--- src/rtl/hazard_ctrl_pkg.sv ---
// Shared types for the Saratoga pipeline hazard/flush controller.
// Holds the register-address type, forwarding selects and the trap FSM states.
// Pure declarations plus one small helper; no logic of its own.
package hazard_ctrl_pkg;

    localparam int GPR_AW = 5;
    typedef logic [GPR_AW-1:0] gpr_addr_t;

    // Forwarding mux select for one EX operand.
    typedef enum logic [1:0] {
        FWD_NONE = 2'd0,
        FWD_MEM  = 2'd1,
        FWD_WB   = 2'd2
    } fwd_sel_t;

    // Trap entry sequencing.
    typedef enum logic [1:0] {
        RUN   = 2'd0,
        DRAIN = 2'd1,
        TRAP  = 2'd2
    } hazard_state_t;

    // Producer stage indices used for the per-pair match grid.
    localparam int NUM_SRC = 2;
    localparam int NUM_STG = 3;
    localparam int STG_EX  = 0;
    localparam int STG_MEM = 1;
    localparam int STG_WB  = 2;

    // The youngest producer wins: MEM holds newer data than WB.
    function automatic fwd_sel_t fwd_pick(input logic mem_hit, input logic wb_hit);
        if (mem_hit)     return FWD_MEM;
        else if (wb_hit) return FWD_WB;
        else             return FWD_NONE;
    endfunction

endpackage

--- src/rtl/hazard_ctrl_raw.sv ---
// raw_match: flags one ID source register against one producer stage destination.
// Latency: purely combinational.
// x0 never matches; a bubble in the producer stage never matches.
module raw_match
    import hazard_ctrl_pkg::*;
(
    input  logic      src_used,
    input  gpr_addr_t src,
    input  logic      stage_bubble,
    input  gpr_addr_t stage_dest,
    output logic      hit
);

    assign hit = src_used & (src != '0) & ~stage_bubble & (src == stage_dest);

endmodule

--- src/rtl/hazard_ctrl.sv ---
// hazard_ctrl: stall/squash/forward control for the 5-stage Saratoga pipeline.
// Stall, squash and forward selects are combinational; trap_ack and bus_fault are registered.
// Build option HAZARD_FWD_EN: forward from MEM/WB and stall only on load-use hazards.
module hazard_ctrl
    import hazard_ctrl_pkg::*;
#(
    parameter int unsigned MEM_TIMEOUT = 255
) (
    input  logic      clk,
    input  logic      rst_n,
    input  logic      id_bubble,
    input  gpr_addr_t id_rs1,
    input  gpr_addr_t id_rs2,
    input  logic      id_rs1_used,
    input  logic      id_rs2_used,
    input  logic      ex_bubble,
    input  logic      mem_bubble,
    input  logic      wb_bubble,
    input  gpr_addr_t ex_dest,
    input  gpr_addr_t mem_dest,
    input  gpr_addr_t wb_dest,
    input  logic      ex_is_load,
    input  logic      ex_redirect,
    input  logic      mem_wait,
    input  logic      trap_req,
    output logic      pc_stall,
    output logic      if_id_stall,
    output logic      if_id_squash,
    output logic      id_ex_stall,
    output logic      id_ex_squash,
    output logic      ex_mem_stall,
    output logic      ex_mem_squash,
    output fwd_sel_t  fwd_rs1_sel,
    output fwd_sel_t  fwd_rs2_sel,
    output logic      trap_ack,
    output logic      bus_fault
);

`ifdef HAZARD_FWD_EN
    localparam bit FWD_ON    = 1'b1;
    localparam bit LOAD_ONLY = 1'b1;
`else
    localparam bit FWD_ON    = 1'b0;
    localparam bit LOAD_ONLY = 1'b0;
`endif

    localparam logic [7:0] TO_LAST = 8'(MEM_TIMEOUT - 1);

    hazard_state_t state;
    logic [7:0]    wait_cnt;

    gpr_addr_t src_a  [NUM_SRC];
    logic      used_a [NUM_SRC];
    gpr_addr_t dst_a  [NUM_STG];
    logic      bub_a  [NUM_STG];
    logic [NUM_SRC-1:0][NUM_STG-1:0] hit_raw;
    logic [NUM_SRC-1:0][NUM_STG-1:0] hit;

    assign src_a[0]       = id_rs1;
    assign src_a[1]       = id_rs2;
    assign used_a[0]      = id_rs1_used;
    assign used_a[1]      = id_rs2_used;
    assign dst_a[STG_EX]  = ex_dest;
    assign dst_a[STG_MEM] = mem_dest;
    assign dst_a[STG_WB]  = wb_dest;
    assign bub_a[STG_EX]  = ex_bubble;
    assign bub_a[STG_MEM] = mem_bubble;
    assign bub_a[STG_WB]  = wb_bubble;

    for (genvar r = 0; r < NUM_SRC; r++) begin : g_src
        for (genvar s = 0; s < NUM_STG; s++) begin : g_stg
            raw_match u_match (
                .src_used     (used_a[r]),
                .src          (src_a[r]),
                .stage_bubble (bub_a[s]),
                .stage_dest   (dst_a[s]),
                .hit          (hit_raw[r][s])
            );
        end
    end

    // An empty ID slot cannot consume anything, so it raises no match.
    assign hit = id_bubble ? '0 : hit_raw;

    logic ex_hit, older_hit, data_hazard, drain_done;
    assign ex_hit      = hit[0][STG_EX]  | hit[1][STG_EX];
    assign older_hit   = hit[0][STG_MEM] | hit[1][STG_MEM] | hit[0][STG_WB] | hit[1][STG_WB];
    // With forwarding only a load in EX lacks its data in time; otherwise any RAW stalls.
    assign data_hazard = (ex_hit & (ex_is_load | ~LOAD_ONLY)) | (older_hit & ~LOAD_ONLY);
    assign drain_done  = ~mem_wait & mem_bubble & wb_bubble;

    // Forwarding selects, forced to FWD_NONE in reset or when forwarding is built out.
    always_comb begin
        fwd_rs1_sel = FWD_NONE;
        fwd_rs2_sel = FWD_NONE;
        if (rst_n && FWD_ON) begin
            fwd_rs1_sel = fwd_pick(hit[0][STG_MEM], hit[0][STG_WB]);
            fwd_rs2_sel = fwd_pick(hit[1][STG_MEM], hit[1][STG_WB]);
        end
    end

    // Stage-register stall/squash decode from the FSM state and current pipeline events.
    always_comb begin
        pc_stall      = 1'b0;
        if_id_stall   = 1'b0;
        if_id_squash  = 1'b0;
        id_ex_stall   = 1'b0;
        id_ex_squash  = 1'b0;
        ex_mem_stall  = 1'b0;
        ex_mem_squash = 1'b0;
        if (rst_n) begin
            case (state)
                RUN: begin
                    if (trap_req) begin
                        pc_stall      = 1'b1;
                        if_id_squash  = 1'b1;
                        id_ex_squash  = 1'b1;
                        ex_mem_squash = 1'b1;
                    end else if (mem_wait) begin
                        // Holds a pending redirect in EX until memory answers.
                        pc_stall     = 1'b1;
                        if_id_stall  = 1'b1;
                        id_ex_stall  = 1'b1;
                        ex_mem_stall = 1'b1;
                    end else if (ex_redirect && !ex_bubble) begin
                        if_id_squash = 1'b1;
                        id_ex_squash = 1'b1;
                    end else if (data_hazard) begin
                        // Bubble into EX; squash outranks stall so id_ex_stall stays low.
                        pc_stall     = 1'b1;
                        if_id_stall  = 1'b1;
                        id_ex_squash = 1'b1;
                    end
                end
                DRAIN: begin
                    pc_stall      = 1'b1;
                    if_id_squash  = 1'b1;
                    id_ex_squash  = 1'b1;
                    ex_mem_squash = 1'b1;
                end
                TRAP: begin
                    if_id_squash = 1'b1;
                end
                default: ;
            endcase
        end
    end

    // Trap entry FSM; trap_ack is raised on entry to TRAP so it is high exactly that cycle.
    always_ff @(posedge clk) begin
        if (!rst_n) begin
            state    <= RUN;
            trap_ack <= 1'b0;
        end else begin
            trap_ack <= 1'b0;
            case (state)
                RUN:     if (trap_req) state <= DRAIN;
                DRAIN:   if (drain_done) begin
                             state    <= TRAP;
                             trap_ack <= 1'b1;
                         end
                TRAP:    state <= RUN;
                default: state <= RUN;
            endcase
        end
    end

    // Data-memory wait watchdog: one bus_fault pulse per MEM_TIMEOUT continuous wait cycles.
    always_ff @(posedge clk) begin
        if (!rst_n) begin
            wait_cnt  <= 8'd0;
            bus_fault <= 1'b0;
        end else begin
            bus_fault <= 1'b0;
            if (!mem_wait) begin
                wait_cnt <= 8'd0;
            end else if (wait_cnt == TO_LAST) begin
                wait_cnt  <= 8'd0;
                bus_fault <= 1'b1;
            end else begin
                wait_cnt <= wait_cnt + 8'd1;
            end
        end
    end

endmodule

--- config.mk ---
export PLATFORM = sky130hd
export DESIGN_NAME = hazard_ctrl
export DESIGN_NICKNAME = d
export VERILOG_FILES = /design/src/rtl/hazard_ctrl_pkg.sv /design/src/rtl/hazard_ctrl_raw.sv /design/src/rtl/hazard_ctrl.sv
export SDC_FILE = /design/constraint.sdc
export NUM_CORES = 1
export LEC_CHECK = 0
export ABC_AREA = 1
export CAP_MARGIN = 40
export CORE_MARGIN = 2
export CORE_UTILIZATION = 50
export CTS_CLUSTER_DIAMETER = 50
export DETAILED_ROUTE_END_ITERATION = 6
export DONT_BUFFER_PORTS = 1
export PLACE_DENSITY_LB_ADDON = 0.25
export SYNTH_ARGS = -nofsm -noshare
export SYNTH_HDL_FRONTEND = slang
export SYNTH_HIERARCHICAL = 1
export SYNTH_SLANG_ARGS = --single-unit
--- constraint.sdc ---
create_clock -name clk -period 1.2 [get_ports clk]
set_input_delay 0.18 -clock clk [delete_from_list [all_inputs] [get_ports clk]]
set_output_delay 0.18 -clock clk [all_outputs]
set_load 0.1 [all_outputs]
==> flow_summary.json, run 1 <==
{
  "worstSetupEndpointType": "output port",
  "fin_nets": 368,
  "post_drt_via_cell_ratio": 4.89,
  "ys_ff_latch": 12,
  "drt_iter0_drc": 91,
  "drive_gt1_share_pct": 21.3,
  "std_cell_rows": 19,
  "synth.area.top_cells": "nand2_1 (26%), inv_1 (18%), dfxtp_1 (16%), nor2_1 (8.2%), nand3_1 (7.3%)",
  "port_buffers": 0,
  "avgSynthCellArea_um2": 4.97,
  "r2r_setup_slack_ns": -0.05,
  "yosys_warnings": 6,
  "drv_cap": 0,
  "holdCritPathClass": "in -> reg",
  "track_usage_pct": 23.0,
  "combPwrFrac_pct": 69.2,
  "cts.path.max_buffers": 2,
  "layout_min_cycle_time_ns": 1.61,
  "dr.pass1.iters": 6,
  "peakVddDrop_uv": 2030,
  "die-area_um2": 3470,
  "grt_max_degree": 10,
  "grt_pass1_vias": 1627,
  "power_density_nw_per_um2": 1390,
  "timing.rr.start": "state[0]",
  "die_y_um": 58.9,
  "route.vias.total": 1736,
  "cts.clk_slew.worst_paths_ns": 0.08,
  "area_delta_synth_final_pct": 28.5,
  "critPathLaunchType": "flip-flop",
  "holdPathEnd": "state[0]",
  "p_seq_share_pct": 18.5,
  "startpoint": "state[1]",
  "core_area_um2": 2810,
  "grt_pass1_wl_mm": 6.30,
  "finalSetupViolations": 9,
  "start_util_pct": 53.7,
  "hold_slack_ns": 0.0301,
  "leakagePower_nw": 1.12,
  "io_pins": 50,
  "htree_levels": 1,
  "place_hpwl_mm": 3.02,
  "p_clk_share_pct": 12.4,
  "drtAntennaViolNets": 0,
  "antenna_found_initial": 0,
  "fin_cells": 355,
  "p_sw_w": 0.00138,
  "register_area_um2": 248,
  "timing.fmax_mhz": 620,
  "critPathKind": "reg -> out",
  "die_w_um": 58.9,
  "cts.sinks": 12,
  "finalWirelength_mm": 3.92,
  "whs_path_depth": 2,
  "cts_hold_buf": 0,
  "place_inst": 350,
  "cp_max_fo": 2,
  "hold_start": "rst_n",
  "r2r-end": "state[1]",
  "wl_per_cell_um": 11.0,
  "synth_area_leader_cell": "nand2_1",
  "insertion_delay_ns": 0.28,
  "required_ns": 1.02,
  "slew_violations": 0,
  "grt_overflow": 0,
  "syn_inst": 303,
  "grt_setup_unrepaired": "yes",
  "antenna_cells": 0,
  "fin_ws_ns": -0.413,
  "p_int_w": 0.00131,
  "synth_top_area_share_pct": 25.9,
  "netlist_area_um2": 1510,
  "switching_share_pct": 51.3,
  "ys_seq_area_share_pct": 15.9,
  "fin_crit_sh_pct": 134,
  "reg2reg_depth": 8,
  "status": "finished with violations",
  "final.fill_count": 244,
  "fin_skew_ns": 0.00414,
  "cts_root_buf": "clkbuf_4",
  "place_congestion": 0.822,
  "post-route-drc-count": 4,
  "multiInputGateArea_um2": 1100,
  "numCtsBuffers": 3,
  "synth_cell_types": 18,
  "cts_tree": "done",
  "violations": "DRC, setup timing",
  "hold_viol": 0,
  "cp.arrival_ns": 1.43
}
[state kept, by name, summed over array words and instances, names as in the netlist]
register	cells
wait_cnt	8
state	2
bus_fault	1
trap_ack	1
[routing by layer]
metal  part of all wire, %  GRT usage (%)  vias up  routed length [um]
met5                     0              0        -                   0
met1                    40           25.0      757                1560
met3                   8.4           7.03        8                 329
met2                    51           42.1       50                1980
li1                      -              -      921                   -
met4                   1.3           7.47        0                  52
[worst max path at each step]
stage / endpoint / cells after the start / slack, ns
floorplan: id_ex_stall / 5 / -0.39
global placement: pc_stall / 10 / -0.26
detailed placement: id_ex_squash / 11 / -0.27
CTS: if_id_squash / 5 / -0.44
global route: pc_stall / 8 / -0.47
finish: if_id_squash / 5 / -0.41
[critical path, stage by stage (launching register included)]
cell and delay (ns):
dfxtp_2 0.35, buf_4 0.15, ha_4 0.15, or2_4 0.23, nor2_4 0.10, buf_12 0.18
[power groups by stage]
stage / logic, W / registers [W] / clock network, W
global route: 0.00197 / 0.000502 / 0.000347
floorplan: 0.00122 / 0.000490 / 0
finish: 0.00186 / 0.000497 / 0.000333
detailed placement: 0.00163 / 0.000476 / 0
CTS: 0.00173 / 0.000481 / 0.000329
global placement: 0.00161 / 0.000478 / 0
[synthesized netlist by cell type]
library cell and count:
nand2_1 104, inv_1 74, nor2_1 33, nand3_1 22, a21oi_1 21, dfxtp_1 12
inv_2 7, nor2_2 7, ha_1 6, buf_4 5, nand4_1 4, o21ai_0 2
conb_1 1, nand3_2 1, nand3b_1 1, nor3_1 1, or2_0 1, xnor2_1 1
[cell usage in the layout (no fill, tap or decap), types with 4 or more instances in the layout]
cell | Yosys | final
conb_1 | 1 | 4
nand3_1 | 22 | 21
nor2_2 | 7 | 7
dfxtp_1 | 12 | 8
a21oi_1 | 21 | 16
inv_1 | 74 | 66
nand2_1 | 104 | 99
buf_4 | 5 | 13
inv_2 | 7 | 12
buf_12 | 0 | 4
nand4_1 | 4 | 4
nor2_1 | 33 | 31
[cells by family (layout without fill, tap and decap cells)]
group                    after synthesis  count (layout)  share of synthesized area [%]
AND/OR/NAND/NOR                      174             174                           47.9
buffers and inverters                 86             104                           22.7
AO/OA/AOI/OAI                         23              23                           7.64
flip-flops                            12              12                           15.9
adder cells (fa/ha/maj)                6               6                           4.98
other                                  1               4                          0.249
XOR/XNOR                               1               1                          0.582
[per-stage QoR]
stage	cell area [um2]	worst slack [ns]	power, W	setup TNS [ns]	utilization [%]
5_1_grt	1940	-0.467	0.00282	-3.21	69.0
2_1_floorplan	1630	-0.387	0.00171	-1.81	-
3_3_place_gp	1800	-0.263	0.00209	-1.22	64.3
6_report	1940	-0.413	0.00269	-2.83	69.0
4_1_cts	1890	-0.438	0.00254	-2.87	67.4
3_5_place_dp	1800	-0.274	0.00210	-1.26	64.3
[what timing repair did]
| action | CTS | global route |
|---|---|---|
| pin swaps | 5 | 9 |
| setup endpoints to repair | 8 | 17 |
| setup buffers | 1 | 0 |
| gates resized for setup | 10 | 16 |
[cell type report]
cell class	instances	share of cell area [%]
Multi-Input combinational cell	208	56.6
Clock buffer	4	1.87
Sequential cell	12	12.8
Timing Repair Buffer	19	10.3
Inverter	81	16.4
Tap cell	31	2.00
Power figures use the tool's default switching activity.
==> run 2, diff against run 1 <==
--- a/config.mk
+++ b/config.mk
@@ -8,10 +8,9 @@
 export ABC_AREA = 1
 export CAP_MARGIN = 40
 export CORE_MARGIN = 2
-export CORE_UTILIZATION = 50
+export CORE_UTILIZATION = 42
 export CTS_CLUSTER_DIAMETER = 50
 export DETAILED_ROUTE_END_ITERATION = 6
-export DONT_BUFFER_PORTS = 1
 export PLACE_DENSITY_LB_ADDON = 0.25
 export SYNTH_ARGS = -nofsm -noshare
 export SYNTH_HDL_FRONTEND = slang
==> run 2 against run 1 <==
Effect of this change: the flow finishes with violations (setup timing); critical path depth rose by 7; first-iteration DRC count grew 25%; combinational power rose by 34%; wire length up 34%; maximum frequency is 10% lower.
==> flow_summary.json, run 2 (synthesis gave the netlist of run 1 again) <==
{
  "slew_violations": 0,
  "cts.sinks": 12,
  "top_regs": "wait_cnt x8, state x2",
  "die_w_um": 63.9,
  "timing.fmax_mhz": 558,
  "reg2reg_depth": 7,
  "crit_family": "buffers and inverters",
  "cp.arrival_ns": 1.61,
  "fin_skew_ns": 0.000586,
  "leakagePower_nw": 1.40,
  "finalInstanceArea_um2": 2570,
  "port_buffers": 44,
  "cp_slowest_cell": "clkdlybuf4s15_1",
  "die_y_um": 63.9,
  "cp.depth": 12,
  "die-area_um2": 4080,
  "crit_buf_inv": 4,
  "std_cell_rows": 21,
  "start_util_pct": 44.4,
  "place_congestion": 0.883,
  "post_drt_via_cell_ratio": 4.74,
  "fin_crit_sh_pct": 149,
  "placed_area_um2": 2350,
  "violations": "setup timing",
  "io_pins": 50,
  "fin_ws_ns": -0.592,
  "cts.path.max_buffers": 2,
  "final_common_cell": "nand2_1",
  "critical_path.cell_chain": "clkdlybuf4s15_1 -> inv_1 -> nand2_1 -> a21oi_2 -> nand3_1 -> nor2_1 -> nor2_2 -> nand3_2 -> buf_6 -> nand3_4 -> a21oi_4 -> buf_12",
  "numCtsBuffers": 3,
  "peakVddDrop_uv": 1910,
  "status": "finished with violations",
  "grt_pass1_vias": 1863,
  "area_delta_synth_final_pct": 70.6,
  "htree_levels": 1,
  "hold_viol": 0,
  "layout_min_cycle_time_ns": 1.79,
  "power_w": 0.00334,
  "grt_pass1_wl_mm": 7.90,
  "antenna_found_initial": 0,
  "place_hpwl_mm": 3.41,
  "whs_path_depth": 4,
  "fin_nets": 423,
  "drtAntennaViolNets": 0,
  "critPathLaunchType": "input pin",
  "route.vias.total": 2013,
  "regMostFlops": "wait_cnt",
  "antenna_cells": 0,
  "cts.clk_slew.worst_paths_ns": 0.08,
  "drv_cap": 0,
  "slowest_delay_ns": 0.22,
  "wl_per_cell_um": 12.3,
  "grt_max_degree": 10,
  "tns_ns": -3.42,
  "grt_setup_unrepaired": "yes",
  "grt_overflow": 0,
  "mostFrequentLayoutCells": "nand2_1 (96), inv_1 (65), nor2_1 (24)",
  "cts_root_buf": "clkbuf_4",
  "required_ns": 1.02,
  "drt_iter0_drc": 114,
  "cts_tree": "done",
  "critPathKind": "in -> out",
  "post-route-drc-count": 0,
  "insertion_delay_ns": 0.28,
  "holdCritPathClass": "in -> reg",
  "drive_gt1_share_pct": 37.5,
  "power_density_nw_per_um2": 1300,
  "dr.pass1.iters": 4,
  "finalSetupViolations": 8,
  "largest_reg_flops": 8,
  "r2r_setup_slack_ns": -0.09,
  "core_area_um2": 3390,
  "cp_max_fo": 3,
  "finalWirelength_mm": 5.24,
  "worstSetupEndpointType": "output port",
  "track_usage_pct": 24.2
}
[run 2: final timing paths]
| path | startpoint | to |
|---|---|---|
| worst max register to register | state[1] | state[1] |
| worst min register to register | wait_cnt[7] | wait_cnt[7] |
| worst max-delay path | mem_bubble | id_ex_squash |
| worst min-delay path | wb_bubble | trap_ack |
[run 2: cell type report]
type / instances / area (um2)
multi-input combinational: 208 / 1200
fill: 257 / 820
timing repair buffer: 74 / 706
inverter: 81 / 314
sequential: 12 / 251
tap: 46 / 57.6
clock buffer: 4 / 36.3
[run 2: power by group]
| part | total (W) | switching [W] | internal, W |
|---|---|---|---|
| sequential | 0.000507 | 0.0000549 | 0.000452 |
| clock | 0.000335 | 0.000150 | 0.000185 |
| combinational | 0.00250 | 0.00143 | 0.00106 |
| total | 0.00334 | 0.00164 | 0.00170 |
[run 2: timing repair]
action | 4_1_cts | 5_1_grt
hold endpoints to repair | 0 | 0
gates cloned | 0 | 0
setup buffers | 3 | 3
hold buffers | 0 | 0
pin swaps | 29 | 33
setup endpoints to repair | 9 | 17
resized for setup | 137 | 45
[run 2: worst register-to-register path: cells and delay by family, from the launching register on]
family                   cells  cell delay, ns
AO/OA/AOI/OAI                1            0.18
adder cells (fa/ha/maj)      1            0.17
buffers and inverters        3            0.33
flip-flops                   1            0.37
AND/OR/NAND/NOR              2            0.13
[run 2: through the flow]
stage               util (%)  hold WS [ns]  setup slack, ns  instances
CTS                     71.7         0.361           -0.506        423
finish                  75.8         0.324           -0.592        425
global route            75.8         0.341           -0.692        425
global placement        69.5         0.460           -0.970        416
detailed placement      69.5         0.471           -0.969        416
floorplan                  -         0.293           -0.387        306
[run 2: per-layer routing]
metal | up-vias | track usage [%] | routed length [um]
li1 | 1037 | - | -
met5 | - | 0 | 0
met4 | 0 | 7.61 | 117
met1 | 895 | 28.1 | 2030
met3 | 15 | 5.63 | 360
met2 | 66 | 43.5 | 2730
